<file path="src/rtl/hamming_sec_engine_pkg.sv">
// Shared types and helpers for the Hamming(15,11) single-error-correcting decoder engine.
package hamming_sec_engine_pkg;

  typedef enum logic [2:0] {
    IDLE,
    RD_LO,
    RD_HI,
    CAP,
    WR_LO,
    WR_HI,
    DONE
  } state_t;

  // Parity bit positions inside c[15:1]
  localparam int P1 = 1;
  localparam int P2 = 2;
  localparam int P4 = 4;
  localparam int P8 = 8;

  function automatic logic [3:0] syndrome15(input logic [15:1] c);
    logic [3:0] s;
    s = '0;
    for (int j = 1; j <= 15; j++) begin
      if ((j & P1) != 0) s[0] = s[0] ^ c[j];
      if ((j & P2) != 0) s[1] = s[1] ^ c[j];
      if ((j & P4) != 0) s[2] = s[2] ^ c[j];
      if ((j & P8) != 0) s[3] = s[3] ^ c[j];
    end
    return s;
  endfunction

endpackage

</file>
<file path="src/rtl/hamming_sec_engine_if.sv">
// Control handshake and data-memory port shared by the decoder engine and its memory/host side.
interface hamming_sec_engine_if #(
  parameter int AW = 8
);
  logic          start;
  logic          halt;
  logic [AW-1:0] mem_addr;
  logic          mem_rd_en;
  logic [7:0]    mem_rdata;
  logic          mem_wr_en;
  logic [7:0]    mem_wdata;
  logic [3:0]    err_cnt;

  modport master (
    input  start, mem_rdata,
    output halt, mem_addr, mem_rd_en, mem_wr_en, mem_wdata, err_cnt
  );

  modport slave (
    output start, mem_rdata,
    input  halt, mem_addr, mem_rd_en, mem_wr_en, mem_wdata, err_cnt
  );
endinterface

</file>
<file path="src/rtl/hamming_sec_engine_sec.sv">
// Combinational Hamming(15,11) corrector: flips the bit named by the syndrome and extracts the data.
module hamming_sec_engine_sec
  import hamming_sec_engine_pkg::*;
(
  input  logic [15:1] cw,
  output logic [11:1] data,
  output logic [3:0]  syn,
  output logic        corrected
);

  logic [15:1] fixed;

  always_comb begin
    syn       = syndrome15(cw);
    corrected = (syn != 4'd0);
    for (int j = 1; j <= 15; j++) begin
      fixed[j] = cw[j] ^ (syn == 4'(j));
    end
    data = {fixed[15:P8+1], fixed[P8-1:P4+1], fixed[P4-1]};
  end

endmodule

</file>
<file path="src/rtl/hamming_sec_engine.sv">
// Bus-master engine: reads N_WORDS codewords, corrects single-bit errors, writes 11-bit messages back.
module hamming_sec_engine
  import hamming_sec_engine_pkg::*;
#(
  parameter int AW       = 8,
  parameter int SRC_BASE = 64,
  parameter int DST_BASE = 94,
  parameter int N_WORDS  = 15
) (
  input  logic                 CLK,
  input  logic                 reset_n,
  hamming_sec_engine_if.master bus
);

  localparam logic [3:0] LAST_IDX = 4'(N_WORDS - 1);

  state_t        state_q, state_d;
  logic [3:0]    idx_q, idx_d;
  logic [3:0]    err_q, err_d;
  logic [15:1]   cw_q, cw_d;
  logic          halt_q, halt_d;
  logic          rd_q, rd_d;
  logic          wr_q, wr_d;
  logic [AW-1:0] addr_q, addr_d;
  logic [7:0]    wdata_q, wdata_d;

  logic [11:1]   dec_data;
  logic [3:0]    syn_unused;
  logic          dec_corr;
  logic          unused_rdata7;

  assign unused_rdata7 = bus.mem_rdata[7];

  function automatic logic [AW-1:0] word_addr(input int base, input logic [3:0] i,
                                              input logic hi);
    return AW'(base) + AW'({i, hi});
  endfunction

  // Decoder sees the codeword as it will be after this edge, so write data can be registered.
  hamming_sec_engine_sec u_sec (
    .cw        (cw_d),
    .data      (dec_data),
    .syn       (syn_unused),
    .corrected (dec_corr)
  );

  always_comb begin
    state_d = state_q;
    idx_d   = idx_q;
    err_d   = err_q;
    cw_d    = cw_q;
    halt_d  = halt_q;
    rd_d    = 1'b0;
    wr_d    = 1'b0;
    addr_d  = addr_q;
    wdata_d = wdata_q;
    case (state_q)
      IDLE: begin
        if (bus.start) begin
          state_d = RD_LO;
          idx_d   = '0;
          err_d   = '0;
          halt_d  = 1'b0;
          rd_d    = 1'b1;
          addr_d  = word_addr(SRC_BASE, 4'd0, 1'b0);
        end
      end
      RD_LO: begin
        state_d = RD_HI;
        rd_d    = 1'b1;
        addr_d  = word_addr(SRC_BASE, idx_q, 1'b1);
      end
      RD_HI: begin
        state_d   = CAP;
        cw_d[8:1] = bus.mem_rdata;
      end
      CAP: begin
        state_d    = WR_LO;
        cw_d[15:9] = bus.mem_rdata[6:0];
        wr_d       = 1'b1;
        addr_d     = word_addr(DST_BASE, idx_q, 1'b0);
        wdata_d    = dec_data[8:1];
        if (dec_corr && err_q != 4'd15) err_d = err_q + 4'd1;
      end
      WR_LO: begin
        state_d = WR_HI;
        wr_d    = 1'b1;
        addr_d  = word_addr(DST_BASE, idx_q, 1'b1);
        wdata_d = {5'b0, dec_data[11:9]};
      end
      WR_HI: begin
        if (idx_q == LAST_IDX) begin
          state_d = DONE;
          halt_d  = 1'b1;
        end else begin
          state_d = RD_LO;
          idx_d   = idx_q + 4'd1;
          rd_d    = 1'b1;
          addr_d  = word_addr(SRC_BASE, idx_q + 4'd1, 1'b0);
        end
      end
      DONE:    state_d = IDLE;
      default: state_d = IDLE;
    endcase
  end

  always_ff @(posedge CLK or negedge reset_n) begin
    if (!reset_n) begin
      state_q <= IDLE;
      idx_q   <= '0;
      err_q   <= '0;
      cw_q    <= '0;
      halt_q  <= 1'b0;
      rd_q    <= 1'b0;
      wr_q    <= 1'b0;
      addr_q  <= '0;
      wdata_q <= '0;
    end else begin
      state_q <= state_d;
      idx_q   <= idx_d;
      err_q   <= err_d;
      cw_q    <= cw_d;
      halt_q  <= halt_d;
      rd_q    <= rd_d;
      wr_q    <= wr_d;
      addr_q  <= addr_d;
      wdata_q <= wdata_d;
    end
  end

  assign bus.halt      = halt_q;
  assign bus.mem_rd_en = rd_q;
  assign bus.mem_wr_en = wr_q;
  assign bus.mem_addr  = addr_q;
  assign bus.mem_wdata = wdata_q;
  assign bus.err_cnt   = err_q;

endmodule

</file>
<file path="src/flat_wrapper.sv">
// flat-port wrapper written by rule: the top's interface ports become plain ports
module hamming_sec_engine_flat import hamming_sec_engine_pkg::*;
#(
  parameter int AW       = 8,
  parameter int SRC_BASE = 64,
  parameter int DST_BASE = 94,
  parameter int N_WORDS  = 15
)
  (CLK, reset_n, bus_start, bus_mem_rdata, bus_halt, bus_mem_addr, bus_mem_rd_en, bus_mem_wr_en, bus_mem_wdata, bus_err_cnt);
  hamming_sec_engine_if #(.AW(AW)) bus_i ();
  input  logic CLK;
  input  logic reset_n;
  input wire logic [$bits(bus_i.start)-1:0] bus_start;
  input wire logic [$bits(bus_i.mem_rdata)-1:0] bus_mem_rdata;
  output wire logic [$bits(bus_i.halt)-1:0] bus_halt;
  output wire logic [$bits(bus_i.mem_addr)-1:0] bus_mem_addr;
  output wire logic [$bits(bus_i.mem_rd_en)-1:0] bus_mem_rd_en;
  output wire logic [$bits(bus_i.mem_wr_en)-1:0] bus_mem_wr_en;
  output wire logic [$bits(bus_i.mem_wdata)-1:0] bus_mem_wdata;
  output wire logic [$bits(bus_i.err_cnt)-1:0] bus_err_cnt;
  assign bus_i.start = bus_start;
  assign bus_i.mem_rdata = bus_mem_rdata;
  assign bus_halt = bus_i.halt;
  assign bus_mem_addr = bus_i.mem_addr;
  assign bus_mem_rd_en = bus_i.mem_rd_en;
  assign bus_mem_wr_en = bus_i.mem_wr_en;
  assign bus_mem_wdata = bus_i.mem_wdata;
  assign bus_err_cnt = bus_i.err_cnt;
  hamming_sec_engine #(.AW(AW), .SRC_BASE(SRC_BASE), .DST_BASE(DST_BASE), .N_WORDS(N_WORDS)) u_core (.CLK(CLK), .reset_n(reset_n), .bus(bus_i));
endmodule
</file>
<file path="config.mk">
export PLATFORM = sky130hd
export DESIGN_NAME = hamming_sec_engine_flat
export DESIGN_NICKNAME = d
export VERILOG_FILES = /design/src/rtl/hamming_sec_engine_pkg.sv /design/src/rtl/hamming_sec_engine_if.sv /design/src/rtl/hamming_sec_engine_sec.sv /design/src/rtl/hamming_sec_engine.sv /design/src/flat_wrapper.sv
export SDC_FILE = /design/constraint.sdc
export NUM_CORES = 1
export LEC_CHECK = 0
export CORE_ASPECT_RATIO = 1.4
export CORE_MARGIN = 3
export CORE_UTILIZATION = 34
export CTS_CLUSTER_SIZE = 10
export DETAILED_ROUTE_END_ITERATION = 12
export SYNTH_ARGS = -nofsm -noshare
export SYNTH_HDL_FRONTEND = slang
export SYNTH_SLANG_ARGS = --single-unit
export TNS_END_PERCENT = 20
</file>
<file path="constraint.sdc">
create_clock -name CLK -period 3.1 [get_ports CLK]
set_input_delay 0.775 -clock CLK [delete_from_list [all_inputs] [get_ports CLK]]
set_output_delay 0.775 -clock CLK [all_outputs]
set_load 0.02 [all_outputs]
</file>
---- Word-level counts from Yosys, hierarchy flattened ----
Cells that the tools add are included.
W data, S select, Z words.
operators by class
  add/sub/neg operators ................... 6
  equality and inequality tests ........... 22
  muxes and demuxes ....................... 21
  bitwise operators ....................... 39
  reductions and logical operators ........ 12
operators with widths
  operator               count
  $pmux W8 S5            1
  $xor A1 B1 Y1          39
  $add A7 B5 Y8 const A  4
  $eq A4 B4 Y1 const B   8
  $mux W8                3
  $pmux W3 S6            1
  $pmux W4 S2            2
  $pmux W8 S2            1
  $eq A4 B3 Y1 const B   3
  $mux W4                3
  $reduce_and A3 Y1      4
  $add A4 B1 Y4 const B  2
  $mux W7                1
  $eq A3 B2 Y1 const B   2
  $eq A3 B3 Y1 const B   2
  $mux W3                2
  $reduce_bool A2 Y1     3
  $mux W1                5
  $reduce_bool A5 Y1     1
  $eq A4 B2 Y1 const B   1
  $ne A2 B1 Y1 const B   2
  $ne A2 B2 Y1 const B   2
  $ne A4 B4 Y1 const B   1
  $reduce_bool A4 Y1     1
  other kinds (6)        6
word-level totals
  register bits after elaboration ......... 45
  input bits .............................. 11
  output and inout port bits .............. 23
  logic and storage cells ................. 109

---- Depth between registers and ports, before layout ----
Gate-level depths: netlist of run 1.
  word-level depth ........................ 13
  depth in mapped cells ................... 10
  depth with buffers taken out ............ 8

---- By module ----
A second synthesis of run 1 with hierarchy kept.
second synthesis, totals
  cells, all modules ...................... 262
  area total of the unflattened synthesis .. 2755.1 µm²
modules (own cells, without submodules)
  module                  times used  cells each  area each (µm²)  seq. area each (µm²)
  hamming_sec_engine      1           214         2237.1           1101.1
  hamming_sec_engine_sec  1           48          518.0            0.0

---- Worst setup path before layout of run 1 ----
No wires, ideal clock.
  path kind ............................... input to register
  from .................................... input port bus_mem_rdata[2]
  to ...................................... register u_core.err_q[0] (netlist: u_core.bus.err_cnt[0])
  library setup time ...................... 0.125 ns
  data arrival time ....................... 2.414 ns
  required time ........................... 2.975 ns
  slack ................................... 0.562 ns
  stages on the path ...................... 7
  buffers on the path ..................... 0
  cell sequence ........................... mux2_2 > xor2_2 > xnor3_2 > mux2i_1 > nor3_2 > o31a_1 > mux2_2
on the way
  word-level cells in the longest chain between the ends .. 12
  elaborated cells on any way between the ends .. 25
  those cells by class .................... eq/ne (1); mux (2); bitwise (19); reduce/logical (3)
RTL lines
  item                                            RTL line                                                    text
  from (decl)                                     flat_wrapper.sv:14                                          input wire logic [$bits(bus_i.mem_rdata)-1:0] bus_mem_rdata;
  $mux W8                                         hamming_sec_engine.sv:57                                    case (state_q)
  $xor A1 B1 Y1 (on tied branches) (7 in series)  hamming_sec_engine_pkg.sv:24, hamming_sec_engine_pkg.sv:25
  $reduce_bool A4 Y1 (*)                          hamming_sec_engine_sec.sv:15                                corrected = (syn != 4'd0);
  $logic_and A1 B1 Y1 (*)                         hamming_sec_engine.sv:83                                    if (dec_corr && err_q != 4'd15) err_d = err_q + 4'd1;
  $ne A2 B1 Y1 (no source line) (*)               --
  $reduce_and A3 Y1 (no source line) (*)          --
  to (signal assigned)                            hamming_sec_engine.sv:121                                   err_q <= err_d;
  to (decl)                                       hamming_sec_engine.sv:19                                    logic [3:0] err_q, err_d;
Mark *: on every way between the ends. The rest lies on a longest branch, timed or not.
A chain may end at the register's enable or synchronous reset.

---- Final worst setup path of run 1 ----
  from .................................... register u_core.state_q[0]
  to ...................................... register u_core.wdata_q[3] (netlist: u_core.bus.mem_wdata[3])
on the way
  word-level cells in the longest chain between the ends .. 12
  elaborated cells on any way between the ends .. 37
  those cells by class .................... eq/ne (4); mux (3); bitwise (29); reduce/logical (1)
RTL lines
  item                                            RTL line                      text
  from (decl)                                     hamming_sec_engine.sv:17      state_t state_q, state_d;
  from (signal assigned)                          hamming_sec_engine.sv:119     state_q <= state_d;
  $eq A3 B2 Y1                                    hamming_sec_engine.sv:57
  $mux W8 or $mux W7 (tied branches)              hamming_sec_engine.sv:57
  $xor A1 B1 Y1 (on tied branches) (7 in series)  --
  $eq A4 B3 Y1                                    hamming_sec_engine_sec.sv:17  fixed[j] = cw[j] ^ (syn == 4'(j));
  $xor A1 B1 Y1                                   hamming_sec_engine_sec.sv:17
  $pmux W8 S2                                     hamming_sec_engine.sv:57
  to (signal assigned)                            hamming_sec_engine.sv:127     wdata_q <= wdata_d;
  to (decl)                                       hamming_sec_engine.sv:25      logic [7:0] wdata_q, wdata_d;
Several ways; a longest one is shown, not always the timed one.

==> impl_metrics.yaml, run 1 <==
status:
  status: "finished, final reports clean"
timing:
  post-route-period-util: 0.904
  maxSlewViolCount: 0
  setup_viol: 0
  fin_setup_tns_ps: 0
  skew_ps: 4.35
  relSlewSlack: 0.579
  min_period_ps: 2800
  clock.fmax_ghz: 0.357
  tightestPinTransition_ps: 632
  rsz0062_at_grt: "no"
  hold_violations: 0
synth:
  ys_types: 54
  synth_nets: 311
  ys_seq_area_frac: 0.388
  syn-cell-area_sq_um: 2840
  async_flop_share: 1.00
  yosys_most_used_dff: "dfrtp_1"
  avgSynthCellArea_sq_um: 9.58
  yosys_register_bits: 44
  yosysWarnings: 0
  synth_cells: 296
  synth_edf_count: 0
floorplanning:
  die-area_sq_um: 9490
  chipWidth_um: 83.2
  die_y_um: 114
  core_sq_um: 7940
  initial_core_util: 0.357
  num_rows: 38
  ios: 34
route:
  ant_nets: 0
  drtIter0Drc: 132
  viasPerCell: 5.18
  drc_errors: 0
  wl_um: 7010
  wl_per_cell_um: 15.8
  via_count: 2296
  firstDrtPassIters: 4
finish:
  fillers: 760
  final_core_util: 0.438
  drive_gt1_frac: 0.169
  area_growth_pct: 22.6
  antennaDiodeCount: 0
  final_nets: 357
global_route:
  track_usage: 0.156
  grt_max_degree: 25
  grt_pass1_vias: 2353
  grt_overflow_total: 0
  grt_pass1_wl_um: 11800
  antenna_found_initial: 0
setup_path:
  crit_required_ps: 3290
  setup.worst_path.end_class: "flip-flop"
  worst-r2r-setup-slack_ps: 300
  critical_path_buf_inv_count: 3
  critPathTopFamily: "buffers and inverters"
  crit_fanout: 12
  cp_slowest_cell: "dfrtp_1"
  cp.arrival_ps: 2990
  crit_type: "flip-flop to flip-flop"
  max_stage_delay_ps: 530
  cp-start-kind: "flip-flop"
  path_cells: "buf_4, inv_2, mux2i_1, xnor2_1, mux2i_1, xor2_2, buf_4, nor3_1, xnor2_1, o21ai_1"
flow_run:
  cap_violations: 0
clock_tree:
  cts_buffer_depth: 2
  cts_tree: "done"
  clock_latency_ps: 300
  clockRootBuffer: "clkbuf_8"
  clkSinkCount: 44
  htree_levels: 2
  cts_resized: 0
  clk_pin_slew_worst_paths_ps: 90
  ctsHoldBuffers: 0
  post-cts-setup-buffer-count: 0
  numCtsBuffers: 5
placed_design:
  gp_congestion: 0.942
  portBuffers: 32
  dp_hpwl_um: 5290
hold_path:
  hold_path_class: "input pin to async pin"
[worst register-to-register path: cells and delay by family, from the launching register on]
family | cells | cell delay, ps
AO/OA/AOI/OAI | 1 | 70
XOR/XNOR | 3 | 450
buffers and inverters | 3 | 670
flip-flops | 1 | 530
multiplexers | 2 | 650
AND/OR/NAND/NOR | 1 | 340
[metrics by stage]
stage	instances	instance area, sq um	setup WS (ps)	hold slack [ps]
2_1_floorplan	296	2840	562	467
3_3_place_gp	435	3370	-7.32	451
3_5_place_dp	435	3370	7.77	456
4_1_cts	443	3470	250	453
5_1_grt	443	3470	138	464
6_report	443	3470	298	439
[synth_stat cells (2+ instances only)]
master	n	share of area
dfrtp_1	44	0.39
mux2_2	15	0.060
o211ai_1	3	0.0079
nor3_1	12	0.021
xnor2_1	29	0.090
and3_1	3	0.0066
o21ai_1	3	0.0053
o21ai_2	2	0.0062
nor2_1	17	0.023
mux2i_1	13	0.046
clkbuf_1	7	0.0093
nand3_1	9	0.016
xor2_2	2	0.011
or4_1	2	0.0053
o22ai_1	2	0.0044
o22a_1	3	0.0093
a22o_1	3	0.0093
a21o_1	2	0.0053
inv_1	6	0.0079
o31ai_1	2	0.0053
xnor2_2	2	0.011
ha_1	4	0.018
buf_2	5	0.0088
a21oi_1	12	0.021
xor2_1	6	0.019
nand2_1	39	0.052
o311ai_1	2	0.0062
a32oi_1	2	0.0062
nand2b_1	3	0.0066
o21ai_0	15	0.026
or3_1	4	0.0088
[layout make-up]
type / count / area [sq um] / area share
multi-input combinational: 230 / 1630 / 0.470
timing repair buffer: 54 / 480 / 0.138
clock inverter: 2 / 35.0 / 0.0101
inverter: 7 / 26.3 / 0.00756
clock buffer: 6 / 72.6 / 0.0209
tap: 100 / 125 / 0.0360
sequential: 44 / 1100 / 0.317
[layout by cell type, fill, tap and decap left out, types with 2 or more instances in the layout]
| cell type | instances |
|---|---|
| dfrtp_1 | 44 |
| nand2_1 | 39 |
| clkdlybuf4s50_1 | 31 |
| xnor2_1 | 29 |
| buf_4 | 22 |
| nor2_1 | 17 |
| mux2_2 | 15 |
| o21ai_0 | 15 |
| mux2i_1 | 13 |
| a21oi_1 | 12 |
| nor3_1 | 12 |
| nand3_1 | 9 |
| inv_1 | 6 |
| xor2_1 | 6 |
| clkbuf_8 | 5 |
| or3_1 | 4 |
| ha_1 | 4 |
| nand2b_1 | 3 |
| and3_1 | 3 |
| a22o_1 | 3 |
| o211ai_1 | 3 |
| o21ai_1 | 3 |
| o22a_1 | 3 |
| o21ai_2 | 2 |
| xnor2_2 | 2 |
| xor2_2 | 2 |
| o311ai_1 | 2 |
| or4_1 | 2 |
| o31ai_1 | 2 |
| o22ai_1 | 2 |
| a32oi_1 | 2 |
| a21o_1 | 2 |
[kinds of logic (layout without fill, tap and decap cells)]
family	count (synthesis)	in the layout	share of synthesized area
simple gates	97	97	0.163
compound gates	58	58	0.134
flops	44	44	0.388
xor+xnor	41	41	0.149
mux	29	29	0.111
buf+inv	22	69	0.0353
fa+ha+maj	4	4	0.0177
other cells	1	1	0.00132
[worst paths after layout]
path,start,endpoint,cells past startpoint
worst max-delay path,u_core.state_q[0],u_core.bus.mem_wdata[3],10
worst min-delay path,reset_n,u_core.bus.mem_addr[0],1
worst max register to register,u_core.state_q[0],u_core.bus.mem_wdata[3],10
worst min register to register,u_core.bus.mem_addr[6],u_core.bus.mem_addr[6],1
max in group asynchronous,reset_n,u_core.cw_q[10],2
min in group CLK,u_core.bus.mem_addr[6],u_core.bus.mem_addr[6],1
[state kept, by name, indices dropped and copies added (netlist names)]
register / cells
u_core.bus.mem_wdata: 8
u_core.cw_q: 15
u_core.bus.mem_rd_en: 1
u_core.bus.err_cnt: 4
u_core.bus.halt: 1
u_core.bus.mem_addr: 7
u_core.state_q: 3
u_core.idx_q: 4
u_core.bus.mem_wr_en: 1
[routing by layer]
layer | routed length, um | vias to the layer above | part of all wire | track usage
li1 | - | 1139 | - | -
met1 | 2960 | 1096 | 0.42 | 0.190
met2 | 3680 | 46 | 0.53 | 0.278
met3 | 203 | 15 | 0.029 | 0.0230
met4 | 168 | 0 | 0.024 | 0.0578
met5 | 0 | - | 0 | 0
Power of run 1 is not shown: default switching activity piles up to over one toggle a cycle in this logic, so the estimate is an artifact.
==> inputs of run 2 (changes only) <==
Settings changed: CAP_MARGIN set to 0, CTS_CLUSTER_DIAMETER set to 120, CTS_CLUSTER_SIZE 10 to 8.
==> results of run 2 <==
No change in the layout: final DEF, timing and power equal those of run 1.
Power of run 2 is left out for the same reason.
==> inputs of run 3 (changes only) <==
Settings changed: CELL_PAD_IN_SITES_DETAIL_PLACEMENT set to 1, CELL_PAD_IN_SITES_GLOBAL_PLACEMENT set to 1, PLACE_DENSITY_LB_ADDON set to 0.1.
Clock period 3.1 ns to 3.3 ns, I/O delays scaled along.
==> run 3 against run 2 <==
Clock-buffer cell count unchanged. Wire length up 9.2%. Critical path depth down 3. Sequential cell count unchanged. Global-route usage up 1.4 points. Setup slack better by 24 ps. Cell count down 1.4%. Utilization down 0.85 points. Worst hold slack better by 38 ps. Register-to-register slack better by 170 ps.
==> impl_metrics.yaml, run 3 (synthesized netlist as in run 1, its figures left out) <==
status:
  status: "finished, final reports clean"
timing:
  min_period_ps: 2980
  skew_ps: 8.79
  relSlewSlack: 0.290
  setup_viol: 0
  hold_violations: 0
  post-route-period-util: 0.902
  tightestPinTransition_ps: 1070
  rsz0062_at_grt: "no"
  clock.fmax_ghz: 0.336
  fin_setup_tns_ps: 0
  maxSlewViolCount: 0
finish:
  top_register: "u_core.cw_q"
  mostFrequentLayoutCells: "dfrtp_1, nand2_1, clkdlybuf4s50_1"
  antennaDiodeCount: 0
  layout_commonest_cell: "dfrtp_1"
  final_nets: 352
  largest_register_ffs: 15
  area_growth_pct: 20.2
  drive_gt1_frac: 0.154
  fillers: 938
clock_tree:
  cts_tree: "done"
  post-cts-setup-buffer-count: 0
  numCtsBuffers: 5
  cts_buffer_depth: 2
  clock_latency_ps: 290
  clk_pin_slew_worst_paths_ps: 80
  htree_levels: 2
  cts_resized: 0
  clkSinkCount: 44
  ctsHoldBuffers: 0
  clockRootBuffer: "clkbuf_8"
global_route:
  antenna_found_initial: 0
  grt_overflow_total: 0
  grt_pass1_vias: 2454
  grt_max_degree: 45
  track_usage: 0.170
  grt_pass1_wl_um: 12700
hold_path:
  hold_path_class: "flip-flop to flip-flop"
  whs_path_depth: 1
  min_to: "u_core.bus.mem_addr[6]"
  worstHoldStart: "u_core.bus.mem_addr[6]"
route:
  wl_per_cell_um: 17.5
  drtIter0Drc: 55
  viasPerCell: 5.25
  firstDrtPassIters: 4
  via_count: 2295
  wl_um: 7650
  drc_errors: 0
  ant_nets: 0
floorplanning:
  core_sq_um: 7940
  ios: 34
  die-area_sq_um: 9490
  num_rows: 38
  initial_core_util: 0.357
  die_y_um: 114
  chipWidth_um: 83.2
setup_path:
  reg2reg_depth: 8
  crit_required_ps: 3480
  crit_type: "input pin to flip-flop"
  rr_startpoint: "u_core.state_q[2]"
  worst-r2r-setup-slack_ps: 470
  cp.arrival_ps: 3160
  crit_fanout: 4
  cp-start-kind: "input pin"
  setup.worst_path.end_class: "flip-flop"
  reg2reg_to: "u_core.bus.err_cnt[0]"
placed_design:
  portBuffers: 32
  dp_hpwl_um: 5860
  gp_congestion: 0.809
flow_run:
  cap_violations: 0
## run 3: cell type report
cell class	count	area (sq um)	area share
clock buffer	6	72.6	0.0213
clock inverter	1	5.00	0.00147
inverter	7	26.3	0.00771
multi-input combinational	230	1630	0.480
sequential	44	1100	0.323
tap	100	125	0.0367
timing repair buffer	49	443	0.130
## run 3: worst max path at each step
stage | start | to | slack [ps] | cells past startpoint
final | bus_mem_rdata[1] | u_core.bus.err_cnt[0] | 320 | 7
after global routing | bus_mem_rdata[1] | u_core.bus.err_cnt[0] | 210 | 7
after CTS | bus_mem_rdata[1] | u_core.bus.err_cnt[0] | 340 | 7
after detailed placement | bus_mem_rdata[1] | u_core.bus.err_cnt[0] | 20 | 7
after global placement | bus_mem_rdata[1] | u_core.bus.err_cnt[0] | 60 | 7
after floorplan | bus_mem_rdata[2] | u_core.bus.err_cnt[0] | 710 | 7
## run 3: critical path: stages
cell and delay [ps]:
clkdlybuf4s50_1 530, mux2_2 330, xnor3_2 460, mux2i_1 350, nor3_2 100, o31a_1 300
mux2_2 260
## run 3: layer usage
layer | vias up | GRT usage | share of wire
met2 | 36 | 0.331 | 0.56
met1 | 1136 | 0.189 | 0.40
met4 | 0 | 0.0523 | 0.017
met3 | 6 | 0.0230 | 0.021
li1 | 1117 | - | -
met5 | - | 0 | 0
## run 3: stage by stage
step	instance area (sq um)	util	hold WS [ps]	cells	setup slack [ps]
floorplan	2840	-	467	296	712
global placement	3330	0.419	454	430	58.5
detailed placement	3330	0.419	461	430	23.8
CTS	3410	0.429	483	437	342
global route	3410	0.429	522	437	209
finish	3410	0.429	477	437	322
Power of run 3 is left out for the same reason.
